### src/rtl/dcache_req_arbiter_pkg.sv
`default_nettype none
// +--------------------------------------------------------------------------+
// | dcache_req_arbiter_pkg: shared types and constants for the dcache arbiter|
// | Revision: 1.0                                                            |
// +--------------------------------------------------------------------------+
package dcache_req_arbiter_pkg;

  typedef enum logic [1:0] {
    IDLE  = 2'd0,
    ISSUE = 2'd1,
    WAIT  = 2'd2
  } t_dcarb_state;

  typedef enum logic [1:0] {
    SOP_BYTE = 2'd0,
    SOP_HALF = 2'd1,
    SOP_WORD = 2'd2
  } t_sop;

  typedef enum logic [2:0] {
    LDOP_B  = 3'd0,
    LDOP_BU = 3'd1,
    LDOP_H  = 3'd2,
    LDOP_HU = 3'd3,
    LDOP_W  = 3'd4
  } t_ldop;

  localparam logic [31:0] DCARB_TIMEOUT_DATA = 32'hDEAD_BEEF;

  function automatic int unsigned wrap_inc(input int unsigned idx, input int unsigned n);
    return (idx + 1 >= n) ? 0 : idx + 1;
  endfunction

endpackage
`default_nettype wire

### src/rtl/dcache_req_arbiter_if.sv
`default_nettype none
// +--------------------------------------------------------------------------+
// | dcache_req_arbiter_if: requester-side and dcache-side arbiter bundle     |
// | Revision: 1.0                                                            |
// +--------------------------------------------------------------------------+
interface dcache_req_arbiter_if
  import dcache_req_arbiter_pkg::*;
#(
  parameter int NUM_REQ   = 2,
  parameter int ADDR_SIZE = 32,
  parameter int DATA_SIZE = 32
) ();

  logic [NUM_REQ-1:0]                i_req;
  logic [NUM_REQ-1:0]                i_we;
  logic [NUM_REQ-1:0][ADDR_SIZE-1:0] i_addr;
  logic [NUM_REQ-1:0][DATA_SIZE-1:0] i_wdata;
  t_sop  [NUM_REQ-1:0]               i_sop;
  t_ldop [NUM_REQ-1:0]               i_ldop;
  logic [NUM_REQ-1:0]                o_ack;
  logic [NUM_REQ-1:0]                o_rvalid;
  logic [DATA_SIZE-1:0]              o_rdata;
  logic                              o_busy;

  logic                              o_c_req;
  logic                              o_c_we;
  logic [ADDR_SIZE-1:0]              o_c_addr;
  logic [DATA_SIZE-1:0]              o_c_wdata;
  t_sop                              o_c_sop;
  t_ldop                             o_c_ldop;
  logic                              i_c_ready;
  logic                              i_c_valid;
  logic [DATA_SIZE-1:0]              i_c_data;
  logic                              o_timeout;

  modport slave (
    input  i_req, i_we, i_addr, i_wdata, i_sop, i_ldop,
    input  i_c_ready, i_c_valid, i_c_data,
    output o_ack, o_rvalid, o_rdata, o_busy,
    output o_c_req, o_c_we, o_c_addr, o_c_wdata, o_c_sop, o_c_ldop,
    output o_timeout
  );

  modport master (
    output i_req, i_we, i_addr, i_wdata, i_sop, i_ldop,
    output i_c_ready, i_c_valid, i_c_data,
    input  o_ack, o_rvalid, o_rdata, o_busy,
    input  o_c_req, o_c_we, o_c_addr, o_c_wdata, o_c_sop, o_c_ldop,
    input  o_timeout
  );

endinterface
`default_nettype wire

### src/rtl/dcache_req_arbiter_rr_arbiter.sv
`default_nettype none
// +--------------------------------------------------------------------------+
// | rr_arbiter: picks the first asserted request at/after the pointer        |
// | Revision: 1.0                                                            |
// +--------------------------------------------------------------------------+
module rr_arbiter #(
  parameter  int N  = 2,
  localparam int IW = (N > 1) ? $clog2(N) : 1
) (
  input  logic [N-1:0]  i_req,
  input  logic [IW-1:0] i_ptr,
  output logic [N-1:0]  o_grant,
  output logic [IW-1:0] o_idx,
  output logic          o_valid
);

  int unsigned w_cand;

  always_comb begin
    o_grant = '0;
    o_idx   = '0;
    o_valid = 1'b0;
    w_cand  = 0;
    for (int k = 0; k < N; k++) begin
      // Candidate index wraps without a modulo so non-power-of-two N stays cheap.
      w_cand = 32'(i_ptr) + 32'(k);
      if (w_cand >= 32'(N)) begin
        w_cand = w_cand - 32'(N);
      end
      if (!o_valid && i_req[w_cand]) begin
        o_grant[w_cand] = 1'b1;
        o_idx           = IW'(w_cand);
        o_valid         = 1'b1;
      end
    end
  end

endmodule
`default_nettype wire

### src/rtl/dcache_req_arbiter.sv
`default_nettype none
// +--------------------------------------------------------------------------+
// | dcache_req_arbiter: round-robin sharing of one dcache port, single       |
// | outstanding transaction. Optional watchdog: define DCARB_TIMEOUT_EN.     |
// | Revision: 1.0                                                            |
// +--------------------------------------------------------------------------+
module dcache_req_arbiter
  import dcache_req_arbiter_pkg::*;
#(
  parameter int NUM_REQ        = 2,
  parameter int ADDR_SIZE      = 32,
  parameter int DATA_SIZE      = 32,
  parameter int TIMEOUT_CYCLES = 1024
) (
  input  wire logic            i_aclk,
  input  wire logic            i_areset_n,
  dcache_req_arbiter_if.slave  bus
);

  localparam int IW = $clog2(NUM_REQ);

  if (NUM_REQ < 2 || TIMEOUT_CYCLES < 1) begin : g_param_check
    $error("dcache_req_arbiter: NUM_REQ must be >= 2 and TIMEOUT_CYCLES >= 1");
  end

  t_dcarb_state         state_q, state_d;
  logic [IW-1:0]        ptr_q, ptr_d;
  logic [IW-1:0]        owner_q, owner_d;
  logic                 c_req_q, c_req_d;
  logic                 c_we_q, c_we_d;
  logic [ADDR_SIZE-1:0] c_addr_q, c_addr_d;
  logic [DATA_SIZE-1:0] c_wdata_q, c_wdata_d;
  t_sop                 c_sop_q, c_sop_d;
  t_ldop                c_ldop_q, c_ldop_d;

  logic [NUM_REQ-1:0]   w_grant;
  logic [IW-1:0]        w_idx;
  logic                 w_valid;
  logic [NUM_REQ-1:0]   w_ack;
  logic [NUM_REQ-1:0]   w_rvalid;
  logic [NUM_REQ-1:0]   w_owner_oh;
  logic [DATA_SIZE-1:0] w_rdata;
  logic                 w_expire;

  rr_arbiter #(.N(NUM_REQ)) u_rr_arbiter (
    .i_req   (bus.i_req),
    .i_ptr   (ptr_q),
    .o_grant (w_grant),
    .o_idx   (w_idx),
    .o_valid (w_valid)
  );

  assign w_owner_oh = NUM_REQ'(1) << owner_q;

  always_comb begin
    state_d   = state_q;
    ptr_d     = ptr_q;
    owner_d   = owner_q;
    c_req_d   = c_req_q;
    c_we_d    = c_we_q;
    c_addr_d  = c_addr_q;
    c_wdata_d = c_wdata_q;
    c_sop_d   = c_sop_q;
    c_ldop_d  = c_ldop_q;
    w_ack     = '0;
    w_rvalid  = '0;
    w_rdata   = '0;

    case (state_q)
      IDLE: begin
        // Gating by the reset pin keeps o_ack quiet while reset is held.
        if (i_areset_n && w_valid) begin
          w_ack     = w_grant;
          owner_d   = w_idx;
          ptr_d     = IW'(wrap_inc(32'(w_idx), 32'(NUM_REQ)));
          c_req_d   = 1'b1;
          c_we_d    = bus.i_we[w_idx];
          c_addr_d  = bus.i_addr[w_idx];
          c_wdata_d = bus.i_wdata[w_idx];
          c_sop_d   = bus.i_sop[w_idx];
          c_ldop_d  = bus.i_ldop[w_idx];
          state_d   = ISSUE;
        end
      end
      ISSUE: begin
        if (w_expire) begin
          w_rvalid = w_owner_oh;
          w_rdata  = DATA_SIZE'(DCARB_TIMEOUT_DATA);
          c_req_d  = 1'b0;
          state_d  = IDLE;
        end else if (bus.i_c_ready) begin
          c_req_d  = 1'b0;
          state_d  = WAIT;
        end
      end
      WAIT: begin
        if (bus.i_c_valid) begin
          w_rvalid = w_owner_oh;
          w_rdata  = c_we_q ? '0 : bus.i_c_data;
          state_d  = IDLE;
        end else if (w_expire) begin
          w_rvalid = w_owner_oh;
          w_rdata  = DATA_SIZE'(DCARB_TIMEOUT_DATA);
          state_d  = IDLE;
        end
      end
      default: state_d = IDLE;
    endcase
  end

  always_ff @(posedge i_aclk or negedge i_areset_n) begin
    if (!i_areset_n) begin
      state_q   <= IDLE;
      ptr_q     <= '0;
      owner_q   <= '0;
      c_req_q   <= 1'b0;
      c_we_q    <= 1'b0;
      c_addr_q  <= '0;
      c_wdata_q <= '0;
      c_sop_q   <= SOP_BYTE;
      c_ldop_q  <= LDOP_B;
    end else begin
      state_q   <= state_d;
      ptr_q     <= ptr_d;
      owner_q   <= owner_d;
      c_req_q   <= c_req_d;
      c_we_q    <= c_we_d;
      c_addr_q  <= c_addr_d;
      c_wdata_q <= c_wdata_d;
      c_sop_q   <= c_sop_d;
      c_ldop_q  <= c_ldop_d;
    end
  end

`ifdef DCARB_TIMEOUT_EN
  localparam int CW = $clog2(TIMEOUT_CYCLES + 1);

  logic [CW-1:0] cnt_q, cnt_d;
  logic          timeout_q, timeout_d;

  // Counter sits at zero in IDLE, so it starts from zero on entry to ISSUE.
  assign w_expire = (state_q != IDLE) && (cnt_q == CW'(TIMEOUT_CYCLES - 1));

  always_comb begin
    cnt_d     = (state_q == IDLE) ? '0 : cnt_q + 1'b1;
    timeout_d = timeout_q;
    if (w_expire && !(state_q == WAIT && bus.i_c_valid)) begin
      timeout_d = 1'b1;
    end
  end

  always_ff @(posedge i_aclk or negedge i_areset_n) begin
    if (!i_areset_n) begin
      cnt_q     <= '0;
      timeout_q <= 1'b0;
    end else begin
      cnt_q     <= cnt_d;
      timeout_q <= timeout_d;
    end
  end

  assign bus.o_timeout = timeout_q;
`else
  assign w_expire      = 1'b0;
  assign bus.o_timeout = 1'b0;
`endif

  assign bus.o_ack     = w_ack;
  assign bus.o_rvalid  = w_rvalid;
  assign bus.o_rdata   = w_rdata;
  assign bus.o_busy    = (state_q != IDLE);
  assign bus.o_c_req   = c_req_q;
  assign bus.o_c_we    = c_we_q;
  assign bus.o_c_addr  = c_addr_q;
  assign bus.o_c_wdata = c_wdata_q;
  assign bus.o_c_sop   = c_sop_q;
  assign bus.o_c_ldop  = c_ldop_q;

endmodule
`default_nettype wire
### src/flat_wrapper.sv
// flat-port wrapper written by rule: the top's interface ports become plain ports
module dcache_req_arbiter_flat import dcache_req_arbiter_pkg::*;
#(
  parameter int NUM_REQ        = 2,
  parameter int ADDR_SIZE      = 32,
  parameter int DATA_SIZE      = 32,
  parameter int TIMEOUT_CYCLES = 1024
)
  (i_aclk, i_areset_n, bus_i_req, bus_i_we, bus_i_addr, bus_i_wdata, bus_i_sop, bus_i_ldop, bus_i_c_ready, bus_i_c_valid, bus_i_c_data, bus_o_ack, bus_o_rvalid, bus_o_rdata, bus_o_busy, bus_o_c_req, bus_o_c_we, bus_o_c_addr, bus_o_c_wdata, bus_o_c_sop, bus_o_c_ldop, bus_o_timeout);
  dcache_req_arbiter_if #(.NUM_REQ(NUM_REQ), .ADDR_SIZE(ADDR_SIZE), .DATA_SIZE(DATA_SIZE)) bus_i ();
  input  wire logic i_aclk;
  input  wire logic i_areset_n;
  input wire logic [$bits(bus_i.i_req)-1:0] bus_i_req;
  input wire logic [$bits(bus_i.i_we)-1:0] bus_i_we;
  input wire logic [$bits(bus_i.i_addr)-1:0] bus_i_addr;
  input wire logic [$bits(bus_i.i_wdata)-1:0] bus_i_wdata;
  input wire logic [$bits(bus_i.i_sop)-1:0] bus_i_sop;
  input wire logic [$bits(bus_i.i_ldop)-1:0] bus_i_ldop;
  input wire logic [$bits(bus_i.i_c_ready)-1:0] bus_i_c_ready;
  input wire logic [$bits(bus_i.i_c_valid)-1:0] bus_i_c_valid;
  input wire logic [$bits(bus_i.i_c_data)-1:0] bus_i_c_data;
  output wire logic [$bits(bus_i.o_ack)-1:0] bus_o_ack;
  output wire logic [$bits(bus_i.o_rvalid)-1:0] bus_o_rvalid;
  output wire logic [$bits(bus_i.o_rdata)-1:0] bus_o_rdata;
  output wire logic [$bits(bus_i.o_busy)-1:0] bus_o_busy;
  output wire logic [$bits(bus_i.o_c_req)-1:0] bus_o_c_req;
  output wire logic [$bits(bus_i.o_c_we)-1:0] bus_o_c_we;
  output wire logic [$bits(bus_i.o_c_addr)-1:0] bus_o_c_addr;
  output wire logic [$bits(bus_i.o_c_wdata)-1:0] bus_o_c_wdata;
  output wire logic [$bits(bus_i.o_c_sop)-1:0] bus_o_c_sop;
  output wire logic [$bits(bus_i.o_c_ldop)-1:0] bus_o_c_ldop;
  output wire logic [$bits(bus_i.o_timeout)-1:0] bus_o_timeout;
  assign bus_i.i_req = bus_i_req;
  assign bus_i.i_we = bus_i_we;
  assign bus_i.i_addr = bus_i_addr;
  assign bus_i.i_wdata = bus_i_wdata;
  assign bus_i.i_sop = bus_i_sop;
  assign bus_i.i_ldop = bus_i_ldop;
  assign bus_i.i_c_ready = bus_i_c_ready;
  assign bus_i.i_c_valid = bus_i_c_valid;
  assign bus_i.i_c_data = bus_i_c_data;
  assign bus_o_ack = bus_i.o_ack;
  assign bus_o_rvalid = bus_i.o_rvalid;
  assign bus_o_rdata = bus_i.o_rdata;
  assign bus_o_busy = bus_i.o_busy;
  assign bus_o_c_req = bus_i.o_c_req;
  assign bus_o_c_we = bus_i.o_c_we;
  assign bus_o_c_addr = bus_i.o_c_addr;
  assign bus_o_c_wdata = bus_i.o_c_wdata;
  assign bus_o_c_sop = bus_i.o_c_sop;
  assign bus_o_c_ldop = bus_i.o_c_ldop;
  assign bus_o_timeout = bus_i.o_timeout;
  dcache_req_arbiter #(.NUM_REQ(NUM_REQ), .ADDR_SIZE(ADDR_SIZE), .DATA_SIZE(DATA_SIZE), .TIMEOUT_CYCLES(TIMEOUT_CYCLES)) u_core (.i_aclk(i_aclk), .i_areset_n(i_areset_n), .bus(bus_i));
endmodule
### config.mk
export PLATFORM = sky130hd
export DESIGN_NAME = dcache_req_arbiter_flat
export DESIGN_NICKNAME = d
export VERILOG_FILES = /design/src/rtl/dcache_req_arbiter_pkg.sv /design/src/rtl/dcache_req_arbiter_if.sv /design/src/rtl/dcache_req_arbiter_rr_arbiter.sv /design/src/rtl/dcache_req_arbiter.sv /design/src/flat_wrapper.sv
export SDC_FILE = /design/constraint.sdc
export NUM_CORES = 1
export LEC_CHECK = 0
export BUFFER_PORTS_ARGS = -buffer_cell sky130_fd_sc_hd__buf_2
export CAP_MARGIN = 5
export CORE_AREA = 2 2 113 115
export DETAILED_ROUTE_END_ITERATION = 10
export DIE_AREA = 0 0 115 117
export PLACE_DENSITY = 0.7
export SLEW_MARGIN = 10
export SYNTH_ARGS = -nofsm -noshare
export SYNTH_HDL_FRONTEND = slang
export SYNTH_SLANG_ARGS = --single-unit
### constraint.sdc
create_clock -name i_aclk -period 1.77 [get_ports i_aclk]
set_clock_uncertainty 0.15 [all_clocks]
set_input_delay 0.354 -clock i_aclk [delete_from_list [all_inputs] [get_ports i_aclk]]
set_output_delay 0.354 -clock i_aclk [all_outputs]
set_load 0.1 [all_outputs]
* Yosys cells after proc, flatten, opt, wreduce, memory -nomap -nowiden
Index checks and enable logic that the tools add are counted.
Widths: inputs -> output; s select.
** Operators by class
- $add $sub $neg :: 4
- Order comparisons :: 8
- Eq/ne operators :: 5
- Shift-type cells :: 1
- Multiplexer cells :: 41
- Bitwise logic cells :: 1
- Reductions and logical operators :: 11
** Operators with widths (count)
- $mux 32 :: 9
- $ge 32x1->1 const B :: 2
- $lt 32x2->1 const B :: 2
- $mux 2 :: 11
- $mux 1 :: 15
- $mux 3 :: 2
- $pmux 2 s3 :: 1
- $reduce_and 3->1 :: 2
- $add 1x1->2 const B :: 2
- $ge 2x2->1 const B :: 2
- $logic_and 1x1->1 :: 4
- $ne 2x2->1 const B :: 2
- $reduce_bool 2->1 :: 2
- $sub 1x2->3 const B :: 1
- $sub 2x2->3 const B :: 1
- $demux 1 s1 :: 2
- $eq 2x1->1 const B :: 1
- $eq 2x2->1 const B :: 1
- $ge 1x2->1 const B :: 1
- $logic_not 2->1 :: 1
- $lt 1x2->1 const B :: 1
- $ne 2x1->1 const B :: 1
- $or 2x2->2 :: 1
- $pmux 1 s2 :: 1
- other kinds (3) :: 3
** Word-level totals
- Register bits after elaboration :: 75
- Input bits :: 178
- Output and inout bits :: 109
- Word-level logic and storage cells :: 80

* Depth between registers and ports, before layout
- Depth after elaboration :: 11
- Depth in mapped cells :: 6
- Mapped depth without buffers :: 3

* By module
A second synthesis with hierarchy kept.
** Unflattened totals
- Cells, all modules :: 290
- Area total of the unflattened synthesis :: 4100.2 µm²
** By module, submodules not included
- dcache_req_arbiter :: times used 1, cells an instance 285, area each 4067.7 µm², seq. area each 1876.8 µm²
- rr_arbiter :: times used 1, cells an instance 5, area each 32.5 µm², seq. area each 0.0 µm²

* Worst setup path before layout
Ideal clock, no wire load.
- Kind :: register -> output
- Start point :: register u_core.state_q[1]
- End point :: output bus_o_ack[1]
- Arrival time :: 2.332 ns
- Required time :: 1.266 ns
- Setup slack :: -1.066 ns
- Stages on the path, launching flop included :: 5
- Path buffers :: 2
- Cell sequence :: dfrtp_1 or3b_1 buf_6 buf_6 nor3b_2
** Between the ends
- Longest elaborated chain between the ends :: 2
** RTL lines
- start: declaration :: line dcache_req_arbiter.sv:26 : t_dcarb_state state_q, state_d;
- start signal: assignment :: line dcache_req_arbiter.sv:123 : state_q <= state_d;
- $logic_not 2->1 :: line dcache_req_arbiter.sv:69 : case (state_q)
- $mux 2 :: line dcache_req_arbiter.sv:69
- end: declaration :: line flat_wrapper.sv:22 : output wire logic [$bits(bus_i.o_ack)-1:0] bus_o_ack;
Every way passes these cells.

* Worst setup path after layout
Same ends and word-level chain as after synthesis.

==> impl_metrics.ini <==
[grt]
grt_pass1_wl_um = 22100
track_usage = 0.211
antenna_found_initial = 1
grt_overflow = 0
grt_pass1_vias = 4200
grt_max_degree = 71

[clock_tree]
root_buffer = clkbuf_16
cts_tree = yes
insertion_delay_ns = 0.32
path_clk_slew_ns = 0.06
clock_path_buffers = 2
clock_sinks = 75
cts_made_buffers = 9
htreeDepth = 3

[critical_path]
crit_arrival_ns = 1.66
critPathMaxStageDelay_ns = 0.43
r2r_slack_ns = -0.35
critPathMaxFanout = 4
crit_required_ns = 1.27
reg2reg_depth = 9
r2r_start = u_core.state_q[0]
crit_start = u_core.state_q[1]
worst_setup_path_start_kind = register
path_cells = or3b_4 -> nor3b_4 -> buf_12
critPathKind = reg -> out
cp_slowest_cell = or3b_4
endpoint_kind = primary output

[yosys]
synth_ff_type = dfrtp_1
synth.avg_cell_area_um2 = 10.1
yosysTopAreaCell = dfrtp_1
ys_ff_latch = 75
synthMuxAreaShare = 0
synth_most_common_cell = dfrtp_1
synth_edf_count = 0
synth_top_family_by_area = simple AND/OR/NAND/NOR gates
synth-compound-area-share = 0.189
synth_area_leaders = dfrtp_1 (48%), a221o_1 (18%), nor3_1 (7.2%), nand2_1 (6.9%), and2_1 (5.1%)
yosys.area_share.adder = 0
synth_cells = 388
synth_xor_area_frac = 0
ys_seq_area_frac = 0.479
synth_area_um2 = 3920
yosysWarningCount = 0
netlist_top_cells_count = dfrtp_1 (75), nand2_1 (72), a221o_1 (70), nor3_1 (56), and2_1 (32)
synth_cell_types = 26
synthSimpleGateAreaFrac = 0.252
yosysTopAreaCellShare = 0.479
synth_nets = 566
async_flop_share = 1.00

[power_and_ir_drop]
p_clk_frac = 0.112
power_density_nw_per_um2 = 2190
switching_share = 0.606
netSwitchingPower_w = 0.00920
intPower_w = 0.00598
seq_power_share = 0.200
leakagePower_nw = 3.41
comb_power_share = 0.687
peakVddDrop_uv = 1440

[timing]
max_freq_mhz = 462
setup_viol = 107
finalCriticalPeriod_ns = 2.16
fin_crit_sh = 1.22
maxSlewViolCount = 0
maxSlewHeadroom = 0.414
rsz0062_at_grt = yes
fin_setup_tns_ns = -33.15
tightest_slew_ns = 0.880
hold_viol = 0
holdWs_ns = 0.0820
fin_ws_ns = -0.393

[placed_design]
place_hpwl_um = 10200
place_congestion = 0.786
portBuffers = 285

[die]
row_count = 41
die_h_um = 117
die_area_um2 = 13500
core_um2 = 12300
die_x_um = 115
io_pins = 287
start_util = 0.318

[drt]
drt_iter0_drc = 260
wl_per_cell_um = 17.8
ant_nets = 0
remaining_drc_errors = 0
drtPass1Iterations = 4
drt_wl_total_um = 15000
via_per_inst = 5.15
dr_total_vias = 4318

[min_path]
worstHoldStart = bus_i_c_valid
hold_path_class = in -> reg
hold_depth = 2

[run]
cap_viol_max_count = 0

[final_layout]
drive_above_1_share = 0.585
multiInputGateArea_um2 = 1910
synthToLayoutAreaGrowth_pct = 77.2
diodes = 0
fillers = 1061
register_area_um2 = 1880
fin_nets = 862

[run_status]
failed_checks = negative setup slack
outcome = finished with violations
==> repair_timing <==
action	4_1_cts	5_1_grt
resized for setup	19	10
hold buffers	1	0
endpoints found under the hold margin	5	0
gates cloned	9	1
endpoints found under the setup margin	107	108
pin swaps	1	6
setup buffers	4	11
==> final timing paths <==
kind | to
min | u_core.state_q[1]
max reg2reg | u_core.bus.o_c_addr[3]
min reg2reg | u_core.bus.o_c_wdata[31]
min in group asynchronous | u_core.bus.o_c_addr[1]
max in group asynchronous | u_core.bus.o_c_we
max | bus_o_ack[1]
==> state kept, by name (all words and copies together) (netlist names) <==
signal	flops
u_core.bus.o_c_addr	32
u_core.bus.o_c_wdata	32
u_core.bus.o_c_ldop	3
u_core.bus.o_c_sop	2
u_core.state_q	2
u_core.bus.o_c_req	1
u_core.bus.o_c_we	1
u_core.owner_q	1
u_core.ptr_q	1
==> layout by cell type, fill, tap and decap left out, drive strengths merged <==
cell / netlist / layout
buf: 32 / 325
dfrtp: 75 / 75
nand2: 72 / 73
a221o: 70 / 70
nor3: 70 / 70
and2: 32 / 32
clkbuf: 11 / 12
nor2: 5 / 5
inv: 3 / 4
nor3b: 2 / 2
or2: 2 / 2
o21ai: 2 / 2
clkinvlp: 0 / 2
nor2b: 2 / 2
a21oi: 2 / 2
clkinv: 0 / 2
nand3b: 1 / 1
and3: 1 / 1
or3b: 1 / 1
a31oi: 1 / 1
nand3: 1 / 1
o31ai: 1 / 1
a22oi: 1 / 1
conb: 1 / 1
dlygate4sd3: 0 / 1
==> per-stage QoR <==
stage               cells  total power (W)   util  cell area (µm²)  setup WS, ns
floorplan             388           0.0108      -             4030        -0.677
detailed placement    800           0.0128  0.501             6170       -0.0845
global placement      800           0.0127  0.501             6170       -0.0789
finish                839           0.0152  0.564             6940        -0.393
CTS                   830           0.0151  0.555             6840        -0.400
global route          839           0.0157  0.564             6940        -0.461
==> layout make-up <==
| cell class | count | share of cell area |
|---|---|---|
| clock inverters | 5 | 0.00541 |
| flip-flops and latches | 75 | 0.271 |
| inverters | 3 | 0.00162 |
| clock buffers | 11 | 0.0350 |
| repair buffers | 327 | 0.385 |
| multi-input cells | 268 | 0.275 |
| well taps | 150 | 0.0270 |
==> power by group through the flow <==
stage / clock network [W] / registers [W] / logic, W
2_1_floorplan: 0 / 0.00857 / 0.00227
3_3_place_gp: 0 / 0.00300 / 0.00971
3_5_place_dp: 0 / 0.00302 / 0.00981
4_1_cts: 0.00176 / 0.00303 / 0.0103
5_1_grt: 0.00184 / 0.00312 / 0.0108
6_report: 0.00171 / 0.00304 / 0.0104
==> logic make-up after synthesis <==
family | Yosys count
buffers and inverters | 46
other | 1
DFF | 75
and+or+nand+nor | 189
AOI/OAI and AO/OA | 77
==> metal layers <==
metal  share of wire  global-route usage  routed length [µm]  up-vias
met2            0.51               0.371                7660      220
li1                -                   -                   -     2028
met1            0.40               0.264                5970     2051
met3           0.076              0.0474                1140       17
met5         0.00087                   0                  13        -
met4           0.011              0.0514                 163        2
==> critical path: cells and delay by family (launching register included) <==
family / cells / cell delay, ns
buf+inv: 1 / 0.21
simple gates: 2 / 0.70
flops: 1 / 0.41
No activity file was read; power rests on OpenSTA's default activity.
